[config.mk]
export PLATFORM = sky130hd
export DESIGN_NAME = aoi_sweep_ctrl_flat
export DESIGN_NICKNAME = d
export VERILOG_FILES = /design/src/rtl/aoi_sweep_ctrl_if.sv /design/src/rtl/aoi_sweep_ctrl.sv /design/src/flat_wrapper.sv
export SDC_FILE = /design/constraint.sdc
export NUM_CORES = 1
export LEC_CHECK = 0
export CAP_MARGIN = 20
export CORE_MARGIN = 2
export CORE_UTILIZATION = 55
export DETAILED_ROUTE_END_ITERATION = 16
export DONT_BUFFER_PORTS = 1
export PLACE_DENSITY = 0.79
export SYNTH_ARGS = -nofsm -noshare
export SYNTH_HDL_FRONTEND = slang
export SYNTH_SLANG_ARGS = --single-unit
[constraint.sdc]
create_clock -name clk -period 2.4 [get_ports clk]
set_input_delay 0.48 -clock clk [delete_from_list [all_inputs] [get_ports clk]]
set_output_delay 0.48 -clock clk [all_outputs]
set_load 0.01 [all_outputs]
[src/rtl/aoi_sweep_ctrl_if.sv]
// Host/gate signal bundle for aoi_sweep_ctrl: start/abort request side,
// status/result side, the AOI vector out and the sampled gate output in.
interface aoi_sweep_ctrl_if;
   logic       start;
   logic       abort;
   logic       y_in;
   logic [4:0] x_out;
   logic       busy;
   logic       done;
   logic       pass;
   logic [5:0] err_count;
   logic [4:0] first_fail_vec;
   logic       first_fail_valid;
   logic [1:0] state_dbg;

   modport master (
      output start, abort, y_in,
      input  x_out, busy, done, pass, err_count, first_fail_vec, first_fail_valid, state_dbg
   );

   modport slave (
      input  start, abort, y_in,
      output x_out, busy, done, pass, err_count, first_fail_vec, first_fail_valid, state_dbg
   );
endinterface

[src/rtl/aoi_sweep_ctrl.sv]
// Exhaustive self-check sequencer for the 5-input AOI gate: sweeps all 32 vectors,
// compares against g = ~((x1&x2)|(x3&x4)|x5). Optional macro: AOI_STOP_ON_FAIL_EN.
module aoi_sweep_ctrl #(
   parameter int SETTLE_CYCLES = 2,
   parameter int CNT_W         = 4
) (
   input logic             clk,
   input logic             rst_n,
   aoi_sweep_ctrl_if.slave bus
);
   // Handshake: start is a one-cycle request sampled only in IDLE (start wins there);
   // abort is level-sampled in APPLY/SAMPLE and beats the sample comparison; done is a
   // one-cycle pulse and never follows an abort; busy covers APPLY and SAMPLE.
   typedef enum logic [1:0] {IDLE = 2'd0, APPLY = 2'd1, SAMPLE = 2'd2, DONE = 2'd3} state_t;

   state_t           state, state_nx;
   logic [4:0]       vec, vec_nx;
   logic [CNT_W-1:0] cnt, cnt_nx;
   logic [5:0]       err_count, err_nx;
   logic [4:0]       ff_vec, ff_vec_nx;
   logic             ff_valid, ff_valid_nx;
   logic             pass, pass_nx;
   logic             busy_q, done_q;
   logic             golden, mismatch;

   assign golden   = ~((vec[4] & vec[3]) | (vec[2] & vec[1]) | vec[0]);
   assign mismatch = (bus.y_in != golden);

   always_comb begin
      state_nx    = state;
      vec_nx      = vec;
      cnt_nx      = cnt;
      err_nx      = err_count;
      ff_vec_nx   = ff_vec;
      ff_valid_nx = ff_valid;
      pass_nx     = pass;
      case (state)
         IDLE: begin
            if (bus.start) begin
               vec_nx      = 5'd0;
               cnt_nx      = '0;
               err_nx      = 6'd0;
               pass_nx     = 1'b0;
               ff_valid_nx = 1'b0;
               state_nx    = APPLY;
            end
         end
         APPLY: begin
            if (bus.abort) begin
               vec_nx   = 5'd0;
               cnt_nx   = '0;
               state_nx = IDLE;
            end else begin
               cnt_nx = cnt + CNT_W'(1);
               if (cnt == CNT_W'(SETTLE_CYCLES - 1))
                  state_nx = SAMPLE;
            end
         end
         SAMPLE: begin
            if (bus.abort) begin
               vec_nx   = 5'd0;
               cnt_nx   = '0;
               state_nx = IDLE;
            end else begin
               if (mismatch) begin
                  err_nx = err_count + 6'd1;
                  if (!ff_valid) begin
                     ff_vec_nx   = vec;
                     ff_valid_nx = 1'b1;
                  end
               end
`ifdef AOI_STOP_ON_FAIL_EN
               if (mismatch || vec == 5'd31) begin
                  state_nx = DONE;
               end else begin
                  vec_nx   = vec + 5'd1;
                  cnt_nx   = '0;
                  state_nx = APPLY;
               end
`else
               if (vec == 5'd31) begin
                  state_nx = DONE;
               end else begin
                  vec_nx   = vec + 5'd1;
                  cnt_nx   = '0;
                  state_nx = APPLY;
               end
`endif
            end
         end
         DONE: begin
            pass_nx  = (err_count == 6'd0);
            state_nx = IDLE;
         end
         default: state_nx = IDLE;
      endcase
   end

   always_ff @(posedge clk or negedge rst_n) begin
      if (!rst_n) begin
         state     <= IDLE;
         vec       <= 5'd0;
         cnt       <= '0;
         err_count <= 6'd0;
         ff_vec    <= 5'd0;
         ff_valid  <= 1'b0;
         pass      <= 1'b0;
         busy_q    <= 1'b0;
         done_q    <= 1'b0;
      end else begin
         state     <= state_nx;
         vec       <= vec_nx;
         cnt       <= cnt_nx;
         err_count <= err_nx;
         ff_vec    <= ff_vec_nx;
         ff_valid  <= ff_valid_nx;
         pass      <= pass_nx;
         busy_q    <= (state_nx == APPLY) || (state_nx == SAMPLE);
         done_q    <= (state_nx == DONE);
      end
   end

   assign bus.x_out            = vec;
   assign bus.busy             = busy_q;
   assign bus.done             = done_q;
   assign bus.pass             = pass;
   assign bus.err_count        = err_count;
   assign bus.first_fail_vec   = ff_vec;
   assign bus.first_fail_valid = ff_valid;
   assign bus.state_dbg        = state;
endmodule
[src/flat_wrapper.sv]
// flat-port wrapper written by rule: the top's interface ports become plain ports
module aoi_sweep_ctrl_flat 
#(
   parameter int SETTLE_CYCLES = 2,
   parameter int CNT_W         = 4
)
  (clk, rst_n, bus_start, bus_abort, bus_y_in, bus_x_out, bus_busy, bus_done, bus_pass, bus_err_count, bus_first_fail_vec, bus_first_fail_valid, bus_state_dbg);
  aoi_sweep_ctrl_if bus_i ();
  input logic clk;
  input logic rst_n;
  input wire logic [$bits(bus_i.start)-1:0] bus_start;
  input wire logic [$bits(bus_i.abort)-1:0] bus_abort;
  input wire logic [$bits(bus_i.y_in)-1:0] bus_y_in;
  output wire logic [$bits(bus_i.x_out)-1:0] bus_x_out;
  output wire logic [$bits(bus_i.busy)-1:0] bus_busy;
  output wire logic [$bits(bus_i.done)-1:0] bus_done;
  output wire logic [$bits(bus_i.pass)-1:0] bus_pass;
  output wire logic [$bits(bus_i.err_count)-1:0] bus_err_count;
  output wire logic [$bits(bus_i.first_fail_vec)-1:0] bus_first_fail_vec;
  output wire logic [$bits(bus_i.first_fail_valid)-1:0] bus_first_fail_valid;
  output wire logic [$bits(bus_i.state_dbg)-1:0] bus_state_dbg;
  assign bus_i.start = bus_start;
  assign bus_i.abort = bus_abort;
  assign bus_i.y_in = bus_y_in;
  assign bus_x_out = bus_i.x_out;
  assign bus_busy = bus_i.busy;
  assign bus_done = bus_i.done;
  assign bus_pass = bus_i.pass;
  assign bus_err_count = bus_i.err_count;
  assign bus_first_fail_vec = bus_i.first_fail_vec;
  assign bus_first_fail_valid = bus_i.first_fail_valid;
  assign bus_state_dbg = bus_i.state_dbg;
  aoi_sweep_ctrl #(.SETTLE_CYCLES(SETTLE_CYCLES), .CNT_W(CNT_W)) u_core (.clk(clk), .rst_n(rst_n), .bus(bus_i));
endmodule
; Word-level counts from Yosys, hierarchy flattened
; Cells that the tools add are included.
[op_classes]
n_addsub = 3
eq_ne = 14
muxes = 25
n_bitwise = 7
n_reduce_logical = 11
[op_table]
columns = cell, count
row1 = two-way mux 5 bit, 4
row2 = two-way mux 6 bit, 3
row3 = two-way mux 4 bit, 4
row4 = one-hot mux 5 bit (3 select lines), 1
row5 = one-hot mux 4 bit (3 select lines), 1
row6 = one-hot mux 6 bit (2 select lines), 1
row7 = AND reduction 4 bit, 3
row8 = two-way mux 2 bit, 5
row9 = "== test 2 bit, second input constant", 4
row10 = one-hot mux 2 bit (4 select lines), 1
row11 = "adder 6 x 1 -> 6 bit, second input constant", 1
row12 = logical NOT 6 bit, 1
row13 = "inequality test 2 bit, second input constant", 3
row14 = "adder 5 x 1 -> 5 bit, second input constant", 1
row15 = "== test 5 bit, second input constant", 1
row16 = "adder 4 x 1 -> 4 bit, second input constant", 1
row17 = "== test 2 x 1 -> 1 bit, second input constant", 2
row18 = "== test 4 x 1 -> 1 bit, second input constant", 1
row19 = one-hot mux 1 bit (2 select lines), 2
row20 = nonzero test 2 bit, 2
row21 = two-way mux 1 bit, 3
row22 = "inequality test 3 bit, second input constant", 1
row23 = inverter 1 bit, 3
row24 = AND reduction 3 bit, 1
row25 = 8 further kinds, 10
[word_totals]
register_bits = 26
input_bits = 5

; Logic depth before layout (Yosys ltp)
[depth]
depth_word = 8
depth_mapped = 7
mapped_depth_nobuf = 7

; Least setup slack after synthesis
; OpenSTA, ideal clock, no wires.
[synth_timing]
kind = flip-flop to flip-flop
from = register u_core.vec[0] (netlist: u_core.bus.x_out[0])
to = register u_core.vec[3] (netlist: u_core.bus.x_out[3])
setup_time_ps = 118
arrival_time_ps = 1639
required_time_ps = 2282
setup_slack_ps = 643
path_stages_with_launch = 8
path_buffers = 0
cell_sequence = dfrtp_1 -> ha_1 -> and3_1 -> ha_1 -> nand2b_1 -> a2bb2oi_2 -> o21bai_1 -> a21o_1
[synth_between]
elab_chain_cells = 4
[synth_rtl]
columns = element, line_no
row1 = from (decl), aoi_sweep_ctrl.sv:17  ; logic [4:0] vec, vec_nx;
row2 = from (signal assigned), aoi_sweep_ctrl.sv:112  ; vec <= vec_nx;
row3 = adder 5 x 1 -> 5 bit, aoi_sweep_ctrl.sv:84  ; vec_nx = vec + 5'd1;
row4 = two-way mux 5 bit, aoi_sweep_ctrl.sv:81  ; if (vec == 5'd31) begin
row5 = two-way mux 5 bit, aoi_sweep_ctrl.sv:60  ; if (bus.abort) begin
row6 = one-hot mux 5 bit (3 select lines), aoi_sweep_ctrl.sv:37  ; case (state)
; Several ways; a longest one is shown, not always the timed one. The select of a mux whose other input is x is not followed.
; A chain may end at the register's enable or synchronous reset.

; Final worst setup path
; Ends and elaborated chain as after synthesis.

==> flow_summary_export.csv <==
group,metric,value,unit
clock_network,clockBufferDepth,2,
floorplan,die_area,0.00289,mm^2
worst_setup_path,r2r_cells,7,
route,wl,2530,um
clock_network,cts_made_buffers,3,
job,drv_cap,0,
worst_setup_path,end_kind,"register",
sta,worst_pin_slew,0.633,ns
sta,drv_slew,0,
power,p_int,0.000663,W
clock_network,cts_root_buffer,"clkbuf_4",
sta,hold_viol,0,
status,status,"completed",
sta,slew-limit-headroom,57.7,%
worst_setup_path,crit_path_start_kind,"register",
clock_network,insertion_delay,0.32,ns
yosys,syn-cell-area,0.00136,mm^2
yosys,synth_xor_xnor_area_share,1.93,%
clock_network,htree_num_levels,1,
finish,fin_cells,162,
route,post-route-drc-count,0,
power,p_clk_share,21.6,%
power,p_sw_share,34.1,%
yosys,synth_nets,143,
yosys,synth_ff_type,"dfrtp_1",
worst_setup_path,cp.required,2.68,ns
sta,fin_skew,0.0143,ns
yosys,synth.distinct_cells,39,
yosys,synth_adder_area_share,6.43,%
yosys,synth_edf_count,0,
sta,rsz0062_at_grt,"no",
hold_path,min_path_cells,1,
yosys,synth_top_family_by_area,"simple AND/OR/NAND/NOR gates",
power,total_leakage_power,0.655,nW
global_route,grt_pass1_vias,996,
worst_setup_path,worst_r2r_endpoint,"u_core.bus.x_out[3]",
hold_path,hold_path.class,"input pin to register",
clock_network,cts.sink_count,26,
clock_network,cts_tree,"done",
worst_setup_path,worst-path-max-fanout,9,
global_route,grt_max_degree,27,
sta,period_needed,2.02,ns
route,wire_per_inst,15.6,um
worst_setup_path,rrSetupSlack,0.38,ns
yosys,synth-simple-area-share,17.1,%
sta,tns,0,ns
route,first_pass_iters,4,
hold_path,holdCritStartpoint,"bus_abort",
yosys,yosysSeqAreaShare,47.8,%
yosys,syn_avg_cell_area,10.4,um^2
power,vdd_drop_max,0.407,mV
route,drt_iter0_markers,34,
clock_network,postCtsSetupBuffers,0,
power,p_per_area,697,mW/mm^2
placed_design,port_buffers,0,
floorplan,fp.dieH,53.8,um
floorplan,initial_core_util,56.5,%
sta,timing.fmax,494,MHz
placed_design,dp.cells,156,
finish,fin_nets,145,
clock_network,clkTransAtPathRegs,0.14,ns
global_route,grt_pass1_wl,4330,um
finish,area_growth,5.88,%
yosys,synthCells,131,
global_route,grtUsageTotal,20.6,%
floorplan,std_cell_rows,18,
hold_path,hold-path-endpoint,"u_core.bus.state_dbg[1]",
yosys,async_flop_share,100,%
power,switchingPower,0.000343,W
route,vias,991,
floorplan,io_pins,27,
sta,setup_violations,0,
worst_setup_path,worst-setup-path-type,"register to register",
finish,drive_above_1_share,15.9,%
sta,finalCritPeriodShare,84.3,%
placed_design,place_hpwl,1860,um
route,vias_per_cell,6.12,
worst_setup_path,rr_startpoint,"u_core.bus.x_out[0]",
placed_design,routabilityCongestion,0.918,
power,p_comb_share,21.4,%
route,postRouteAntennaNets,0,
worst_setup_path,cp.arrival,2.30,ns
yosys,synth-compound-area-share,15.9,%
power,power_frac_seq,57.0,%
yosys,synth.mux.area_fraction,6.70,%
floorplan,die_w,53.8,um
yosys,ys_ff_latch,26,
finish,diodes,0,
floorplan,core_area,0.00241,mm^2
yosys,yosysWarnings,0,
global_route,antenna_found_initial,0,
global_route,grt-ovfl-total,0,
-- registers in the layout, indices dropped and copies added (netlist names) --
signal / count
u_core.bus.err_count: 6
u_core.bus.first_fail_vec: 5
u_core.bus.x_out: 5
u_core.cnt: 4
u_core.bus.state_dbg: 2
u_core.bus.busy: 1
u_core.bus.done: 1
u_core.bus.first_fail_valid: 1
u_core.bus.pass: 1
-- placed cells by master (no fill, tap or decap), drive strengths merged, types with 2 or more instances in the layout --
cell    count
dfrtp      26
nor2        4
a31oi       3
buf         2
a21oi       2
a32oi       2
mux2        6
ha          7
nand3       9
nand2      16
nand2b      2
and3        2
nor2b       4
inv         7
o21ai      14
o31ai       2
mux2i       2
clkbuf      4
xor2        2
-- per-stage QoR --
step | power (W) | instance area, um^2 | setup slack (ns) | utilization [%] | hold slack, ns
2_1_floorplan | 0.000743 | 1360 | 0.643 | - | 0.184
3_3_place_gp | 0.000771 | 1380 | 0.535 | 57.1 | 0.185
3_5_place_dp | 0.000785 | 1380 | 0.422 | 57.1 | 0.185
4_1_cts | 0.00101 | 1440 | 0.395 | 59.9 | 0.225
5_1_grt | 0.00107 | 1440 | 0.240 | 59.9 | 0.223
6_report | 0.00101 | 1440 | 0.376 | 59.9 | 0.241
-- power by group through the flow --
stage	sequential, W	clock [W]	combinational, W
2_1_floorplan	0.000547	0	0.000196
3_3_place_gp	0.000579	0	0.000192
3_5_place_dp	0.000584	0	0.000201
4_1_cts	0.000575	0.000222	0.000215
5_1_grt	0.000587	0.000236	0.000249
6_report	0.000573	0.000217	0.000215
-- worst max-delay path, cell delays in order (launching register included) --
cell       delay [ns]
dfrtp_1          0.56
ha_1             0.25
and3_1           0.16
ha_1             0.21
nand2b_1         0.14
a2bb2oi_2        0.35
o21bai_1         0.17
a21o_1           0.12
-- worst max-delay path by stage --
stage	from	endpoint	depth (start not counted)
final	u_core.bus.x_out[0]	u_core.bus.x_out[3]	7
after global routing	u_core.bus.x_out[0]	u_core.bus.x_out[3]	7
after CTS	u_core.bus.x_out[0]	u_core.bus.x_out[3]	7
after detailed placement	u_core.bus.x_out[0]	u_core.bus.x_out[3]	7
after global placement	u_core.bus.x_out[0]	u_core.bus.x_out[3]	7
after floorplan	u_core.bus.x_out[0]	u_core.bus.x_out[3]	7
-- cell families after synthesis --
group / Yosys count
adders and majority gates: 7
buffers and inverters: 13
AOI/OAI and AO/OA: 31
xor gates and xnor gates: 3
and+or+nand+nor: 43
muxes: 8
DFF: 26
-- metal layers --
metal	vias to the layer above	wire length (um)	global-route usage, %
li1	470	-	-
met1	482	1130	26.7
met2	33	1180	33.1
met3	6	163	3.89
met4	0	54	9.83
met5	-	0	0
-- final cells by class --
type                            instances  area (um^2)
Fill cell                             193          967
Multi-Input combinational cell         92          654
Sequential cell                        26          651
Timing Repair Buffer                    3         37.5
Tap cell                               30         37.5
Clock buffer                            4         36.3
Inverter                                7         26.3
-- cell usage after synthesis (2+ instances only) --
| master | number | share of area, % |
|---|---|---|
| dfrtp_1 | 26 | 48 |
| nand2_1 | 16 | 4.4 |
| o21ai_0 | 14 | 5.1 |
| nand3_1 | 9 | 3.3 |
| ha_1 | 7 | 6.4 |
| inv_1 | 7 | 1.9 |
| mux2_2 | 6 | 5.0 |
| nor2b_1 | 4 | 1.8 |
| a31oi_1 | 3 | 1.4 |
| buf_2 | 3 | 1.1 |
| nor2_1 | 3 | 0.83 |
| a21oi_1 | 2 | 0.73 |
| a32oi_1 | 2 | 1.3 |
| and3_1 | 2 | 0.92 |
| nand2b_1 | 2 | 0.92 |
| xor2_1 | 2 | 1.3 |
-- what timing repair did --
| action | in CTS | in global routing |
|---|---|---|
| hold buffers | 2 | 0 |
| endpoints found under the hold margin | 26 | 0 |
| resized for setup | 0 | 0 |
No activity file was read; power rests on OpenSTA's default activity.
